[src/rtl/ic_pkg.sv]
// Shared definitions for the priority interrupt controller: FSM state
// encodings, register offsets and STATUS field layout.
package ic_pkg;

  // One-hot controller states.
  typedef enum logic [2:0] {
    ST_IDLE     = 3'b001,
    ST_ARB      = 3'b010,
    ST_WAIT_SVC = 3'b100
  } ic_state_e;

  // Width of the vector index presented to the processor.
  localparam int VEC_W = 5;

  // Register byte offsets. Addresses are zero-extended to 32 bits before decode.
  localparam logic [31:0] ADDR_PRIO_BASE    = 32'h00;
  localparam logic [31:0] ADDR_PRIO_LAST    = 32'h1F;
  localparam logic [31:0] ADDR_ENABLE_BASE  = 32'h20;
  localparam logic [31:0] ADDR_MODE_BASE    = 32'h24;
  localparam logic [31:0] ADDR_THRESH       = 32'h28;
  localparam logic [31:0] ADDR_STATUS       = 32'h29;
  localparam logic [31:0] ADDR_PENDING_BASE = 32'h2C;

  // STATUS layout: {valid, 2'b00, vector[4:0]}.
  localparam int STATUS_VALID_BIT = 7;
  localparam int STATUS_VEC_LSB   = 0;

  // Pick one byte lane out of a 32-bit line-indexed register image.
  function automatic logic [7:0] byte_lane(input logic [31:0] word, input logic [1:0] lane);
    logic [7:0] b;
    case (lane)
      2'd0:    b = word[7:0];
      2'd1:    b = word[15:8];
      2'd2:    b = word[23:16];
      default: b = word[31:24];
    endcase
    return b;
  endfunction

  // Assemble the STATUS byte from the presented vector state.
  function automatic logic [7:0] status_byte(input logic valid, input logic [VEC_W-1:0] vec);
    logic [7:0] s;
    s = '0;
    s[STATUS_VALID_BIT] = valid;
    s[STATUS_VEC_LSB +: VEC_W] = vec;
    return s;
  endfunction

endpackage

[src/rtl/ic_prio_arbiter.sv]
// Combinational winner select: highest PRIO among eligible lines, ties
// resolved towards the lowest line index.
module ic_prio_arbiter
  import ic_pkg::*;
#(
  parameter int NUM_INTR = 16,
  parameter int PRIO_W   = 4
) (
  input  logic [NUM_INTR-1:0]        eligible_i,
  input  logic [NUM_INTR*PRIO_W-1:0] prio_i,
  output logic                       any_o,
  output logic [VEC_W-1:0]           idx_o
);

  logic              any_w;
  logic [VEC_W-1:0]  idx_w;
  logic [PRIO_W-1:0] best_w;

  // Scan from index 0 upward; only a strictly larger PRIO displaces the
  // current best, which is what makes the lowest index win a tie.
  always_comb begin
    any_w  = 1'b0;
    idx_w  = '0;
    best_w = '0;
    for (int k = 0; k < NUM_INTR; k++) begin
      if (eligible_i[k] && (!any_w || (prio_i[k*PRIO_W +: PRIO_W] > best_w))) begin
        any_w  = 1'b1;
        idx_w  = VEC_W'(k);
        best_w = prio_i[k*PRIO_W +: PRIO_W];
      end
    end
  end

  assign any_o = any_w;
  assign idx_o = idx_w;

endmodule

[src/rtl/ic_prio_ctrl.sv]
// Priority interrupt controller: register file behind a two-cycle bus
// handshake, level/edge pending tracking, and a three-state vector FSM.
module ic_prio_ctrl
  import ic_pkg::*;
#(
  parameter int NUM_INTR = 16,
  parameter int PRIO_W   = 4,
  parameter int ADDR_W   = 8,
  parameter int DATA_W   = 8
) (
  input  logic                pclk_i,
  input  logic                prst_n_i,
  input  logic [ADDR_W-1:0]   paddr_i,
  input  logic [DATA_W-1:0]   pwdata_i,
  input  logic                pwrite_i,
  input  logic                penable_i,
  output logic [DATA_W-1:0]   prdata_o,
  output logic                pready_o,
  output logic                perror_o,
  output logic                intr_valid_o,
  output logic [VEC_W-1:0]    intr_to_service_o,
  input  logic                intr_serviced_i,
  input  logic [NUM_INTR-1:0] intr_active_i
);

  // Configuration registers
  logic [NUM_INTR*PRIO_W-1:0] prio_q, prio_d;
  logic [NUM_INTR-1:0]        enable_q, enable_d;
  logic [NUM_INTR-1:0]        mode_q, mode_d;
  logic [PRIO_W-1:0]          thresh_q, thresh_d;

  // Pending tracking
  logic [NUM_INTR-1:0] line_q, line_d;
  logic [NUM_INTR-1:0] edge_pend_q, edge_pend_d;
  logic [NUM_INTR-1:0] rise;
  logic [NUM_INTR-1:0] svc_clr;
  logic [NUM_INTR-1:0] pending;
  logic [NUM_INTR-1:0] eligible;

  // FSM
  ic_state_e        state_q, state_d;
  logic [VEC_W-1:0] vec_q, vec_d;
  logic             win_any;
  logic [VEC_W-1:0] win_idx;

  // Bus
  logic              pready_q, pready_d;
  logic              perror_q, perror_d;
  logic [DATA_W-1:0] prdata_q, prdata_d;
  logic              access;
  logic              dec_err;
  logic [DATA_W-1:0] rd_data;
  logic [31:0]       addr_ext;
  logic [31:0]       enable_ext;
  logic [31:0]       mode_ext;
  logic [31:0]       pending_ext;

  // ---------------------------------------------------------------------
  // Pending and eligibility
  // ---------------------------------------------------------------------

  // Level lines follow the live input; edge lines use the sticky flag.
  // A line counts as eligible only when enabled and strictly above THRESH.
  for (genvar gi = 0; gi < NUM_INTR; gi++) begin : g_line
    assign rise[gi]     = intr_active_i[gi] & ~line_q[gi];
    assign svc_clr[gi]  = (state_q == ST_WAIT_SVC) & intr_serviced_i & (vec_q == VEC_W'(gi));
    assign pending[gi]  = mode_q[gi] ? edge_pend_q[gi] : intr_active_i[gi];
    assign eligible[gi] = pending[gi] & enable_q[gi] &
                          (prio_q[gi*PRIO_W +: PRIO_W] > thresh_q);
  end

  // Edge flags: a fresh rising edge wins over a service clear in the same cycle.
  always_comb begin
    line_d      = intr_active_i;
    edge_pend_d = ((edge_pend_q & ~svc_clr) | rise) & mode_q;
  end

  // Register the sampled lines and the edge-pending flags.
  always_ff @(posedge pclk_i or negedge prst_n_i) begin
    if (!prst_n_i) begin
      line_q      <= '0;
      edge_pend_q <= '0;
    end else begin
      line_q      <= line_d;
      edge_pend_q <= edge_pend_d;
    end
  end

  ic_prio_arbiter #(
    .NUM_INTR (NUM_INTR),
    .PRIO_W   (PRIO_W)
  ) u_arbiter (
    .eligible_i (eligible),
    .prio_i     (prio_q),
    .any_o      (win_any),
    .idx_o      (win_idx)
  );

  // ---------------------------------------------------------------------
  // Vector FSM
  // ---------------------------------------------------------------------

  // Next state: the winner is captured in ARB and frozen through WAIT_SVC
  // so later line drops or register rewrites cannot disturb the vector.
  always_comb begin
    state_d = state_q;
    vec_d   = vec_q;
    unique case (state_q)
      ST_IDLE: begin
        if (win_any) state_d = ST_ARB;
      end
      ST_ARB: begin
        if (win_any) begin
          vec_d   = win_idx;
          state_d = ST_WAIT_SVC;
        end else begin
          state_d = ST_IDLE;
        end
      end
      ST_WAIT_SVC: begin
        if (intr_serviced_i) state_d = ST_IDLE;
      end
      default: state_d = ST_IDLE;
    endcase
  end

  // State and captured vector registers.
  always_ff @(posedge pclk_i or negedge prst_n_i) begin
    if (!prst_n_i) begin
      state_q <= ST_IDLE;
      vec_q   <= '0;
    end else begin
      state_q <= state_d;
      vec_q   <= vec_d;
    end
  end

  assign intr_valid_o      = (state_q == ST_WAIT_SVC);
  assign intr_to_service_o = intr_valid_o ? vec_q : '0;

  // ---------------------------------------------------------------------
  // Register access
  // ---------------------------------------------------------------------

  // An access is taken only when the previous one is not still completing,
  // so a held penable_i cannot be counted twice.
  assign access = penable_i & ~pready_q;

  // Zero-extended images so every byte-sliced register reads 0 beyond NUM_INTR.
  always_comb begin
    addr_ext    = '0;
    enable_ext  = '0;
    mode_ext    = '0;
    pending_ext = '0;
    addr_ext[ADDR_W-1:0]      = paddr_i;
    enable_ext[NUM_INTR-1:0]  = enable_q;
    mode_ext[NUM_INTR-1:0]    = mode_q;
    pending_ext[NUM_INTR-1:0] = pending;
  end

  // Address decode: read data and error flag for the current request.
  always_comb begin
    dec_err = 1'b0;
    rd_data = '0;
    if (addr_ext <= ADDR_PRIO_LAST) begin
      if (addr_ext < 32'(NUM_INTR)) begin
        for (int k = 0; k < NUM_INTR; k++) begin
          if (addr_ext == ADDR_PRIO_BASE + 32'(k)) rd_data[PRIO_W-1:0] = prio_q[k*PRIO_W +: PRIO_W];
        end
      end else begin
        dec_err = 1'b1;
      end
    end else if (addr_ext[31:2] == ADDR_ENABLE_BASE[31:2]) begin
      rd_data = byte_lane(enable_ext, addr_ext[1:0]);
    end else if (addr_ext[31:2] == ADDR_MODE_BASE[31:2]) begin
      rd_data = byte_lane(mode_ext, addr_ext[1:0]);
    end else if (addr_ext == ADDR_THRESH) begin
      rd_data[PRIO_W-1:0] = thresh_q;
    end else if (addr_ext == ADDR_STATUS) begin
      if (pwrite_i) dec_err = 1'b1;
      else          rd_data = status_byte(intr_valid_o, intr_to_service_o);
    end else if (addr_ext[31:2] == ADDR_PENDING_BASE[31:2]) begin
      if (pwrite_i) dec_err = 1'b1;
      else          rd_data = byte_lane(pending_ext, addr_ext[1:0]);
    end else begin
      dec_err = 1'b1;
    end
  end

  // Register writes commit on the accepting edge; errored accesses change nothing.
  always_comb begin
    prio_d   = prio_q;
    enable_d = enable_q;
    mode_d   = mode_q;
    thresh_d = thresh_q;
    if (access && pwrite_i && !dec_err) begin
      for (int k = 0; k < NUM_INTR; k++) begin
        if (addr_ext == ADDR_PRIO_BASE + 32'(k)) prio_d[k*PRIO_W +: PRIO_W] = pwdata_i[PRIO_W-1:0];
        if (addr_ext == ADDR_ENABLE_BASE + 32'(k / 8)) enable_d[k] = pwdata_i[k % 8];
        if (addr_ext == ADDR_MODE_BASE + 32'(k / 8))   mode_d[k]   = pwdata_i[k % 8];
      end
      if (addr_ext == ADDR_THRESH) thresh_d = pwdata_i[PRIO_W-1:0];
    end
  end

  // Configuration register storage.
  always_ff @(posedge pclk_i or negedge prst_n_i) begin
    if (!prst_n_i) begin
      prio_q   <= '0;
      enable_q <= '1;
      mode_q   <= '0;
      thresh_q <= '0;
    end else begin
      prio_q   <= prio_d;
      enable_q <= enable_d;
      mode_q   <= mode_d;
      thresh_q <= thresh_d;
    end
  end

  // Completion response: one-cycle pready, data zeroed on error or idle.
  always_comb begin
    pready_d = access;
    perror_d = access & dec_err;
    prdata_d = (access && !dec_err && !pwrite_i) ? rd_data : '0;
  end

  // Bus response registers.
  always_ff @(posedge pclk_i or negedge prst_n_i) begin
    if (!prst_n_i) begin
      pready_q <= 1'b0;
      perror_q <= 1'b0;
      prdata_q <= '0;
    end else begin
      pready_q <= pready_d;
      perror_q <= perror_d;
      prdata_q <= prdata_d;
    end
  end

  assign pready_o = pready_q;
  assign perror_o = perror_q;
  assign prdata_o = prdata_q;

endmodule

[config.mk]
export PLATFORM = sky130hd
export DESIGN_NAME = ic_prio_ctrl
export DESIGN_NICKNAME = d
export VERILOG_FILES = /design/src/rtl/ic_pkg.sv /design/src/rtl/ic_prio_arbiter.sv /design/src/rtl/ic_prio_ctrl.sv
export SDC_FILE = /design/constraint.sdc
export NUM_CORES = 1
export LEC_CHECK = 0
export ABC_CLOCK_PERIOD_IN_PS = 51500
export CAP_MARGIN = 20
export CORE_ASPECT_RATIO = 0.5
export CORE_MARGIN = 3
export CORE_UTILIZATION = 40
export CTS_CLUSTER_SIZE = 12
export DETAILED_ROUTE_END_ITERATION = 10
export HOLD_SLACK_MARGIN = 0.05
export PLACE_DENSITY_LB_ADDON = 0.3
export SLEW_MARGIN = 10
export SYNTH_ARGS = -nofsm -noshare
export SYNTH_HDL_FRONTEND = slang
export SYNTH_HIERARCHICAL = 1
export SYNTH_SLANG_ARGS = --single-unit
[constraint.sdc]
create_clock -name pclk_i -period 51.5 [get_ports pclk_i]
set_clock_uncertainty 0.2 [all_clocks]
set_input_delay 5.15 -clock pclk_i [delete_from_list [all_inputs] [get_ports pclk_i]]
set_output_delay 5.15 -clock pclk_i [all_outputs]
set_load 0.02 [all_outputs]
# ---- Word-level counts from Yosys, hierarchy flattened
# Cells that the tools add are included.
dict set report word_totals {
  register_bits 150
  in_bits 37
  output_inout_bits 16
  elab_cells 377
}
dict set report classes {
  magnitude_cmp 33
  n_eq_ne 45
  muxes 106
  bitwise_logic 88
  n_reduce_logical 77
}
# cell count
set ops {}
lappend ops {{$mux W4} 44}
lappend ops {{$gt A4 B4 Y1} 31}
lappend ops {{$and A1 B1 Y1} 67}
lappend ops {{$eq A8 B4 Y1 const B} 8}
lappend ops {{$mux W8} 7}
lappend ops {{$eq A8 B6 Y1 const B} 6}
lappend ops {{$pmux W8 S2} 3}
lappend ops {{$reduce_and A2 Y1} 23}
lappend ops {{$mux W1} 41}
lappend ops {{$eq A5 B4 Y1 const B} 8}
lappend ops {{$and A16 B16 Y16} 2}
lappend ops {{$eq A8 B3 Y1 const B} 4}
lappend ops {{$logic_not A32 Y1} 1}
lappend ops {{$mux W3} 7}
lappend ops {{$eq A5 B3 Y1 const B} 4}
lappend ops {{$logic_and A1 B1 Y1} 19}
lappend ops {{$eq A6 B4 Y1 const B} 3}
lappend ops {{$logic_not A1 Y1} 17}
lappend ops {{$not A1 Y1} 17}
lappend ops {{$eq A8 B2 Y1 const B} 2}
lappend ops {{$not A16 Y16} 1}
lappend ops {{$or A16 B16 Y16} 1}
lappend ops {{$logic_or A1 B1 Y1} 15}
lappend ops {{$eq A5 B2 Y1 const B} 2}
lappend ops {{other kinds (14)} 16}

# ---- Longest topological paths before layout
# Gate-level depths: netlist (run 1).
dict set report logic_depth {
  ltp_word 66
  ltp_mapped 133
  ltp_nobuf 129
}

# ---- Modules after synthesis
# The synthesis (run 1) kept the hierarchy.
# module n_inst cells_each area_per_inst_um2 seq_area_each_um2
set by_module_without_submodules {}
lappend by_module_without_submodules {ic_prio_ctrl 1 809 8765.9 3774.9}
lappend by_module_without_submodules {ic_prio_arbiter 1 433 3201.8 0.0}

# ---- Worst setup path before layout (run 1)
# No wires, ideal clock.
dict set report synth_timing {
  path_type {input port to flip-flop}
  startpoint {in intr_active_i[0]}
  endpoint {reg vec_q[3]}
  setup_ns 0.125
  t_arrival_ns 26.243
  required_ns 51.175
  path_slack_ns 24.933
  path_stages 120
  n_path_buf 4
  cell_sequence {mux2i_1 nor3_1 buf_4 nand2_1 ha_1 and4_1 and2_1 a311oi_1 a2bb2oi_1 ha_1 nor2b_1 o211ai_1 a21o_1 a31oi_4 inv_1 ha_1 and3b_1 a2111oi_2 [... 84 more ...] nand2b_1 a21oi_1 a41oi_1 o21a_1 inv_1 a2bb2oi_1 o21ai_1 ha_1 nor2b_1 o21ai_0 nand2b_1 a21oi_1 a41oi_1 o21a_1 nor2_1 and3_1 nand3_1 mux2_2}
}
dict set report synth_between {
  word_cells_on_any_way 103
  cone_classes {order compare: 15; mux: 40; bitwise: 2; reduce/logical: 46}
}
# element line_no
set synth_lines {}
lappend synth_lines {{from (decl)} ic_prio_ctrl.sv:23} ;# input logic [NUM_INTR-1:0] intr_active_i
lappend synth_lines {{$mux W1 *} ic_prio_ctrl.sv:67} ;# assign pending[gi] = mode_q[gi] ? edge_pend_q[gi] : intr_active_i[gi];
lappend synth_lines {{$and A1 B1 Y1 * (2 in a row)} ic_prio_ctrl.sv:68} ;# assign eligible[gi] = pending[gi] & enable_q[gi] &
lappend synth_lines {{via eligible[0]} ic_prio_ctrl.sv:38} ;# logic [NUM_INTR-1:0] eligible;
lappend synth_lines {{$mux W4 or $mux W1 (tied branches)} ic_prio_arbiter.sv:26} ;# if (eligible_i[k] && (!any_w || (prio_i[k*PRIO_W +: PRIO_W] > best_w))) begin
lappend synth_lines {{$gt A4 B4 Y1 or $logic_not A1 Y1 (tied branches)} ic_prio_arbiter.sv:26}
lappend synth_lines {{$logic_or A1 B1 Y1} ic_prio_arbiter.sv:26}
lappend synth_lines {{$logic_and A1 B1 Y1} ic_prio_arbiter.sv:26}
lappend synth_lines {{$mux W4 or $mux W1 (tied branches)} ic_prio_arbiter.sv:26}
lappend synth_lines {{[... 49 more ...]} -}
lappend synth_lines {{$logic_or A1 B1 Y1} ic_prio_arbiter.sv:26}
lappend synth_lines {{$logic_and A1 B1 Y1} ic_prio_arbiter.sv:26}
lappend synth_lines {{$mux W4 or $mux W1 (tied branches)} ic_prio_arbiter.sv:26}
lappend synth_lines {{$gt A4 B4 Y1 or $logic_not A1 Y1 (tied branches)} ic_prio_arbiter.sv:26}
lappend synth_lines {{$logic_or A1 B1 Y1} ic_prio_arbiter.sv:26}
lappend synth_lines {{$logic_and A1 B1 Y1} ic_prio_arbiter.sv:26}
lappend synth_lines {{$mux W4 *} ic_prio_arbiter.sv:26}
lappend synth_lines {{via win_idx[3]} ic_prio_ctrl.sv:44} ;# logic [VEC_W-1:0] win_idx;
lappend synth_lines {{to (signal assigned)} ic_prio_ctrl.sv:134} ;# vec_q <= vec_d;
lappend synth_lines {{to (decl)} ic_prio_ctrl.sv:42} ;# logic [VEC_W-1:0] vec_q, vec_d;
# Mark *: on every way through the listed nets, which the timed path passes. The rest lies on a longest branch.
# A chain may end at the register's enable or synchronous reset.

# ---- Worst setup path in the final report (run 1)
# Same ends and word-level chain as after synthesis.

==> impl_metrics.json, run 1 <==
{
  "cts_buffers": 17,
  "final_antenna_net_count": 0,
  "die_w_um": 251,
  "worst_pin_slew_ns": 1.18,
  "irDropWorstVdd_mv": 0.0246,
  "nNetsFinal": 1436,
  "ys_seq_area_share_pct": 31.5,
  "antenna_found_initial": 0,
  "cp.required_ns": 51.62,
  "synth_seq_cells": 150,
  "start_util_pct": 40.9,
  "synth_nets": 1395,
  "drt-initial-drc-count": 967,
  "path_buf_inv": 8,
  "status": "finished, final reports clean",
  "fillCellCount": 2669,
  "h-tree-depth": 4,
  "timing.final.max_slew_violations": 0,
  "grt_pass1_wl_um": 60300,
  "fin_setup_tns_ns": 0,
  "gr-usage-all-layers_pct": 24.2,
  "synth_edf_count": 0,
  "grt_max_degree": 77,
  "core_sq_um": 29200,
  "wl_per_cell_um": 22.9,
  "crit_path_start_kind": "primary input",
  "io_buffers": 52,
  "cp.arrival_ns": 30.81,
  "cts.sinks": 150,
  "fin_crit_sh_pct": 59.6,
  "power_density_nw_per_um2": 19.6,
  "critPathKind": "in -> reg",
  "maxCapViolations": 0,
  "cp_slowest_stage_delay_ns": 0.61,
  "dr.pass1.iters": 5,
  "max_freq_mhz": 32.6,
  "tritoncts": "yes",
  "vias": 10600,
  "grt_pass1_vias": 10400,
  "period_minus_slack_ns": 30.69,
  "yosysWarnings": 6,
  "synth_flop_cell": "dfrtp_1",
  "synthToLayoutAreaGrowth_pct": 12.5,
  "cp_max_fo": 11,
  "die_y_um": 128,
  "post_cts_resize_count": 0,
  "p_total_uw": 264,
  "cts-root-buf": "clkbuf_16",
  "hold_violations": 0,
  "critPathSlowestCell": "nor3_1",
  "postCtsHoldBufs": 0,
  "drive_above_1_share_pct": 18.7,
  "route.detailed.drc": 0,
  "cts.clk_slew.worst_paths_ns": 0.06,
  "gp_congestion": 0.978,
  "hpwl_um": 28900,
  "critPathTopFamily": "compound AO/OA/AOI/OAI gates",
  "diodes": 0,
  "clock_latency_ns": 0.44,
  "via_per_inst": 6.25,
  "die_area_sq_um": 32200,
  "power_leakage_uw": 0.00573,
  "hold_path.class": "reg -> reg",
  "syn_area_per_cell_sq_um": 9.64,
  "setup_viol": 0,
  "synth_area_sq_um": 12000,
  "num_rows": 44,
  "cts_setup_buffers": 0,
  "synth_cells": 1242,
  "ctsLongestPathBuffers": 2,
  "ys_types": 107,
  "slew_headroom_pct": 21.1,
  "overflow": 0,
  "ios": 53,
  "endpoint_kind": "flop",
  "rsz0062_at_grt": "no",
  "synthArstFlopShare_pct": 100,
  "drt_wl_total_um": 38700
}
flip-flops by register name, summed over array words and instances (netlist names):
register / flops
prio_q: 64
thresh_q: 4
mode_q: 16
state_q: 3
edge_pend_q: 16
prdata_o: 8
line_q: 16
pready_o: 1
perror_o: 1
vec_q: 5
enable_q: 16
routing by layer:
| metal | GRT usage, % | up-vias | wire (um) |
|---|---|---|---|
| met1 | 32.7 | 5311 | 17200 |
| met2 | 38.6 | 436 | 17400 |
| met3 | 5.25 | 65 | 3210 |
| met4 | 8.83 | 0 | 890 |
| met5 | 0 | - | 0 |
| li1 | - | 4738 | - |
per-stage QoR:
| stage | hold slack (ns) | cells | instance area [sq um] | setup slack, ns | utilization, % |
|---|---|---|---|---|---|
| floorplan | 0.246 | 1242 | 12000 | 24.93 | - |
| detailed placement | 0.276 | 1651 | 12800 | 20.61 | 43.9 |
| CTS | 0.292 | 1683 | 13400 | 21.01 | 45.8 |
| global placement | 0.262 | 1651 | 12800 | 21.89 | 43.9 |
| global route | 0.312 | 1687 | 13500 | 18.92 | 46.1 |
| finish | 0.291 | 1687 | 13500 | 20.81 | 46.1 |
cell type report:
type,count,area [sq um],area share (%)
clock buffers,19,443,3.29
well taps,391,489,3.63
inverters,73,274,2.03
clock inverters,13,135,1.00
multi-input cells,978,7720,57.3
flip-flops and latches,150,3770,28.0
repair buffers,63,634,4.71
placed cells by master (no fill, tap or decap), types with 6 or more instances in the layout:
master and instances:
mux2_2 109, nand3_1 23, mux2_4 17, nand2_1 71
o31ai_1 8, and2_1 14, a21boi_0 18, o21a_1 9
and3_1 6, nor2b_1 28, a31oi_1 14, a211oi_1 7
a21o_1 11, nand4_1 24, clkbuf_16 17, dfrtp_1 133
clkdlybuf4s50_1 50, o211ai_1 10, o22ai_1 12, o21ai_2 6
nor2_1 75, o21ai_1 8, inv_1 73, nand2b_1 49
ha_1 116, nor3_1 23, o21ai_0 72, buf_4 7
a21oi_1 74, mux2i_1 24, dfstp_2 17
Yosys cell counts, types with 4 or more instances:
cell type	instances	area share [%]
a21oi_1	74	3.1
clkbuf_1	24	0.75
a2bb2oi_1	5	0.37
o21ai_2	6	0.44
nor2b_1	28	1.5
or3_1	4	0.21
mux2i_1	24	2.0
dfstp_2	17	3.7
o32ai_1	5	0.37
o211ai_1	10	0.63
nand2_1	71	2.2
mux2_4	17	2.1
and2_1	14	0.73
buf_1	6	0.19
ha_1	116	12
and3_1	6	0.31
a211oi_2	5	0.52
o22ai_1	12	0.63
inv_1	73	2.3
mux2_2	109	10
a21boi_0	18	1.1
nor2_1	75	2.4
o21a_1	9	0.56
a31oi_1	14	0.73
nand2b_1	49	2.6
o21ai_1	8	0.33
buf_6	4	0.38
nand4_1	24	1.3
a22oi_1	4	0.25
dfrtp_1	133	28
a311oi_1	5	0.37
nor3_1	23	0.96
nand3_1	23	0.96
a31o_2	4	0.29
o31ai_1	8	0.50
o21ai_0	72	3.0
a211oi_1	7	0.44
a21o_1	11	0.69
buf_4	4	0.25
o311ai_0	5	0.37
o211a_1	5	0.42
logic make-up after synthesis:
group	share of synthesized area, %
AO/OA/AOI/OAI	21.2
AND/OR/NAND/NOR	15.4
other	0.0313
XOR/XNOR	0.0732
adder cells (fa/ha/maj)	12.4
flip-flops	31.5
buffers and inverters	3.98
multiplexers	15.3
path summary, 6_finish.rpt:
kind | from | end | slack, ns | depth (start not counted)
hold reg to reg | pready_o | pready_o | 0.29 | 1
max in group asynchronous | prst_n_i | vec_q[2] | 45.06 | 2
min in group asynchronous | prst_n_i | prio_q[9] | 4.54 | 1
setup / recovery | intr_active_i[0] | vec_q[3] | 20.81 | 118
setup reg to reg | thresh_q[1] | vec_q[3] | 24.69 | 122
hold / removal | pready_o | pready_o | 0.29 | 1
report_power, final:
part / internal [uW] / switching (uW) / leakage [uW]
Combinational: 6.84 / 13.0 / 0.00346
Sequential: 119 / 0.542 / 0.00199
Clock: 69.5 / 55.6 / 0.000289
Total: 195 / 69.1 / 0.00573
No activity file was read; power rests on OpenSTA's default activity.
==> inputs of run 2 (changes only) <==
--- a/config.mk
+++ b/config.mk
@@ -5,7 +5,7 @@
 export SDC_FILE = /design/constraint.sdc
 export NUM_CORES = 1
 export LEC_CHECK = 0
-export ABC_CLOCK_PERIOD_IN_PS = 51500
+export ABC_CLOCK_PERIOD_IN_PS = 31400
 export CAP_MARGIN = 20
 export CORE_ASPECT_RATIO = 0.5
 export CORE_MARGIN = 3
==> constraint.sdc (replaced) <==
create_clock -name pclk_i -period 31.4 [get_ports pclk_i]
set_clock_uncertainty 0.2 [all_clocks]
set_input_delay 3.14 -clock pclk_i [delete_from_list [all_inputs] [get_ports pclk_i]]
set_output_delay 3.14 -clock pclk_i [all_outputs]
set_load 0.02 [all_outputs]
==> run 2 against run 1 <==
Via count fell by 1.0%; combinational power rose by 63%; critical path type unchanged; cell count barely moved; die area did not move; utilization fell by 0.10 points; register-to-register slack got worse by 20 ns; wire length fell by 0.61%; cell area fell by 0.22%; worst setup slack got worse by 18 ns; critical endpoint unchanged.
==> impl_metrics.json, run 2 (synthesis gave the netlist of run 1 again) <==
{
  "wl_per_cell_um": 22.8,
  "top_register": "prio_q",
  "maxUsedRoutingLayer": "met4",
  "largest_reg_flops": 64,
  "hold_violations": 0,
  "hpwl_um": 28600,
  "post_cts_resize_count": 0,
  "status": "finished, final reports clean",
  "crit_path_start_kind": "primary input",
  "cp.required_ns": 31.51,
  "clock_latency_ns": 0.44,
  "h-tree-depth": 4,
  "drive_above_1_share_pct": 18.8,
  "finalHoldWorstSlack_ns": 0.293,
  "die_area_sq_um": 32200,
  "endpoint_kind": "flop",
  "ios": 53,
  "via_per_inst": 6.19,
  "grt_pass1_vias": 10200,
  "dr_wl_met3_um": 2620,
  "num_rows": 44,
  "cp.arrival_ns": 28.52,
  "slew_headroom_pct": 26.5,
  "max_freq_mhz": 35.2,
  "grt_max_degree": 80,
  "cp_max_fo": 11,
  "io_buffers": 52,
  "route.detailed.drc": 0,
  "critPathTopFamily": "compound AO/OA/AOI/OAI gates",
  "grt_pass1_wl_um": 59700,
  "cts.sinks": 150,
  "cp_slowest_stage_delay_ns": 0.53,
  "critPathSlowestCell": "a311oi_1",
  "postCtsHoldBufs": 0,
  "ctsLongestPathBuffers": 2,
  "maxCapViolations": 0,
  "overflow": 0,
  "fin_crit_sh_pct": 90.5,
  "die_w_um": 251,
  "period_minus_slack_ns": 28.41,
  "timing.final.max_slew_violations": 0,
  "power_leakage_uw": 0.00571,
  "core_sq_um": 29200,
  "mostFrequentLayoutCells": "133 x dfrtp_1, 116 x ha_1, 109 x mux2_2",
  "final_antenna_net_count": 0,
  "setup_viol": 0,
  "critPathKind": "in -> reg",
  "gp_congestion": 0.984,
  "rsz0062_at_grt": "no",
  "cts_buffers": 17,
  "power_density_nw_per_um2": 31.8,
  "gr-usage-all-layers_pct": 23.8,
  "worst_pin_slew_ns": 1.10,
  "start_util_pct": 40.9,
  "tritoncts": "yes",
  "met1_length_um": 17900,
  "final_common_cell": "dfrtp_1",
  "antenna_found_initial": 0,
  "cts.clk_slew.worst_paths_ns": 0.06,
  "cts_setup_buffers": 0,
  "drt_wl_total_um": 38400,
  "synthToLayoutAreaGrowth_pct": 12.3,
  "nNetsFinal": 1437,
  "met2_length_um": 17200,
  "die_y_um": 128,
  "dr.pass1.iters": 6,
  "path_buf_inv": 8,
  "vias": 10400,
  "drt-initial-drc-count": 1081,
  "fin_setup_tns_ns": 0,
  "irDropWorstVdd_mv": 0.0341,
  "diodes": 0,
  "cts-root-buf": "clkbuf_16",
  "hold_path.class": "reg -> reg"
}
-- run 2: changes by cell type in the layout (fill, tap and decap cells not counted) --
cell        change
inv_8           -2
buf_16          -2
buf_2           +1
clkinv_2        -1
buf_6           +1
bufinv_16       -1
buf_8           +2
clkbuf_8        +1
inv_6           +1
clkbuf_2        -1
clkbuf_1        -1
clkinvlp_4      +3
-- run 2: layout make-up --
| cell class | count | area [sq um] |
|---|---|---|
| inverters | 73 | 274 |
| well taps | 391 | 489 |
| repair buffers | 64 | 621 |
| flip-flops and latches | 150 | 3770 |
| clock buffers | 19 | 453 |
| clock inverters | 13 | 109 |
| fillers | 2688 | 15800 |
| multi-input cells | 978 | 7720 |
-- run 2: final timing paths --
kind | startpoint | end | cells after the start | slack, ns
hold / removal | state_q[1] | state_q[1] | 1 | 0.29
max in group asynchronous | prst_n_i | edge_pend_q[3] | 2 | 27.06
setup / recovery | intr_active_i[0] | vec_q[3] | 117 | 2.99
hold reg to reg | state_q[1] | state_q[1] | 1 | 0.29
min in group asynchronous | prst_n_i | prio_q[4] | 1 | 2.55
setup reg to reg | thresh_q[2] | vec_q[3] | 119 | 4.89
-- run 2: power breakdown --
| part | switching (uW) | leakage (uW) | internal [uW] |
|---|---|---|---|
| registers | 0.872 | 0.00199 | 195 |
| clock network | 92.1 | 0.000270 | 107 |
| logic | 21.3 | 0.00345 | 11.0 |
| total | 114 | 0.00571 | 313 |
-- run 2: per-stage QoR --
step                      cell area [sq um]  util (%)  power [uW]  cells  setup WS (ns)
after floorplan                       12000         -         214   1242           6.84
after global placement                12800      43.9         230   1651           3.81
after detailed placement              12800      43.9         230   1651           2.77
after CTS                             13400      45.8         429   1683           3.14
after global routing                  13400      46.0         440   1688           1.39
final                                 13400      46.0         427   1688           2.99
-- run 2: worst reg2reg max path, delay by kind of cell (launching register included) --
family	cells	cell delay, ns
compound gates	60	12.14
fa+ha+maj	19	6.05
buf+inv	8	1.71
flops	1	0.37
mux	5	1.50
simple gates	27	4.43
-- run 2: layer usage --
| layer | global-route usage (%) | vias up |
|---|---|---|
| met5 | 0 | - |
| met4 | 7.50 | 0 |
| met3 | 4.42 | 68 |
| met2 | 37.5 | 416 |
| met1 | 33.5 | 5213 |
| li1 | - | 4746 |
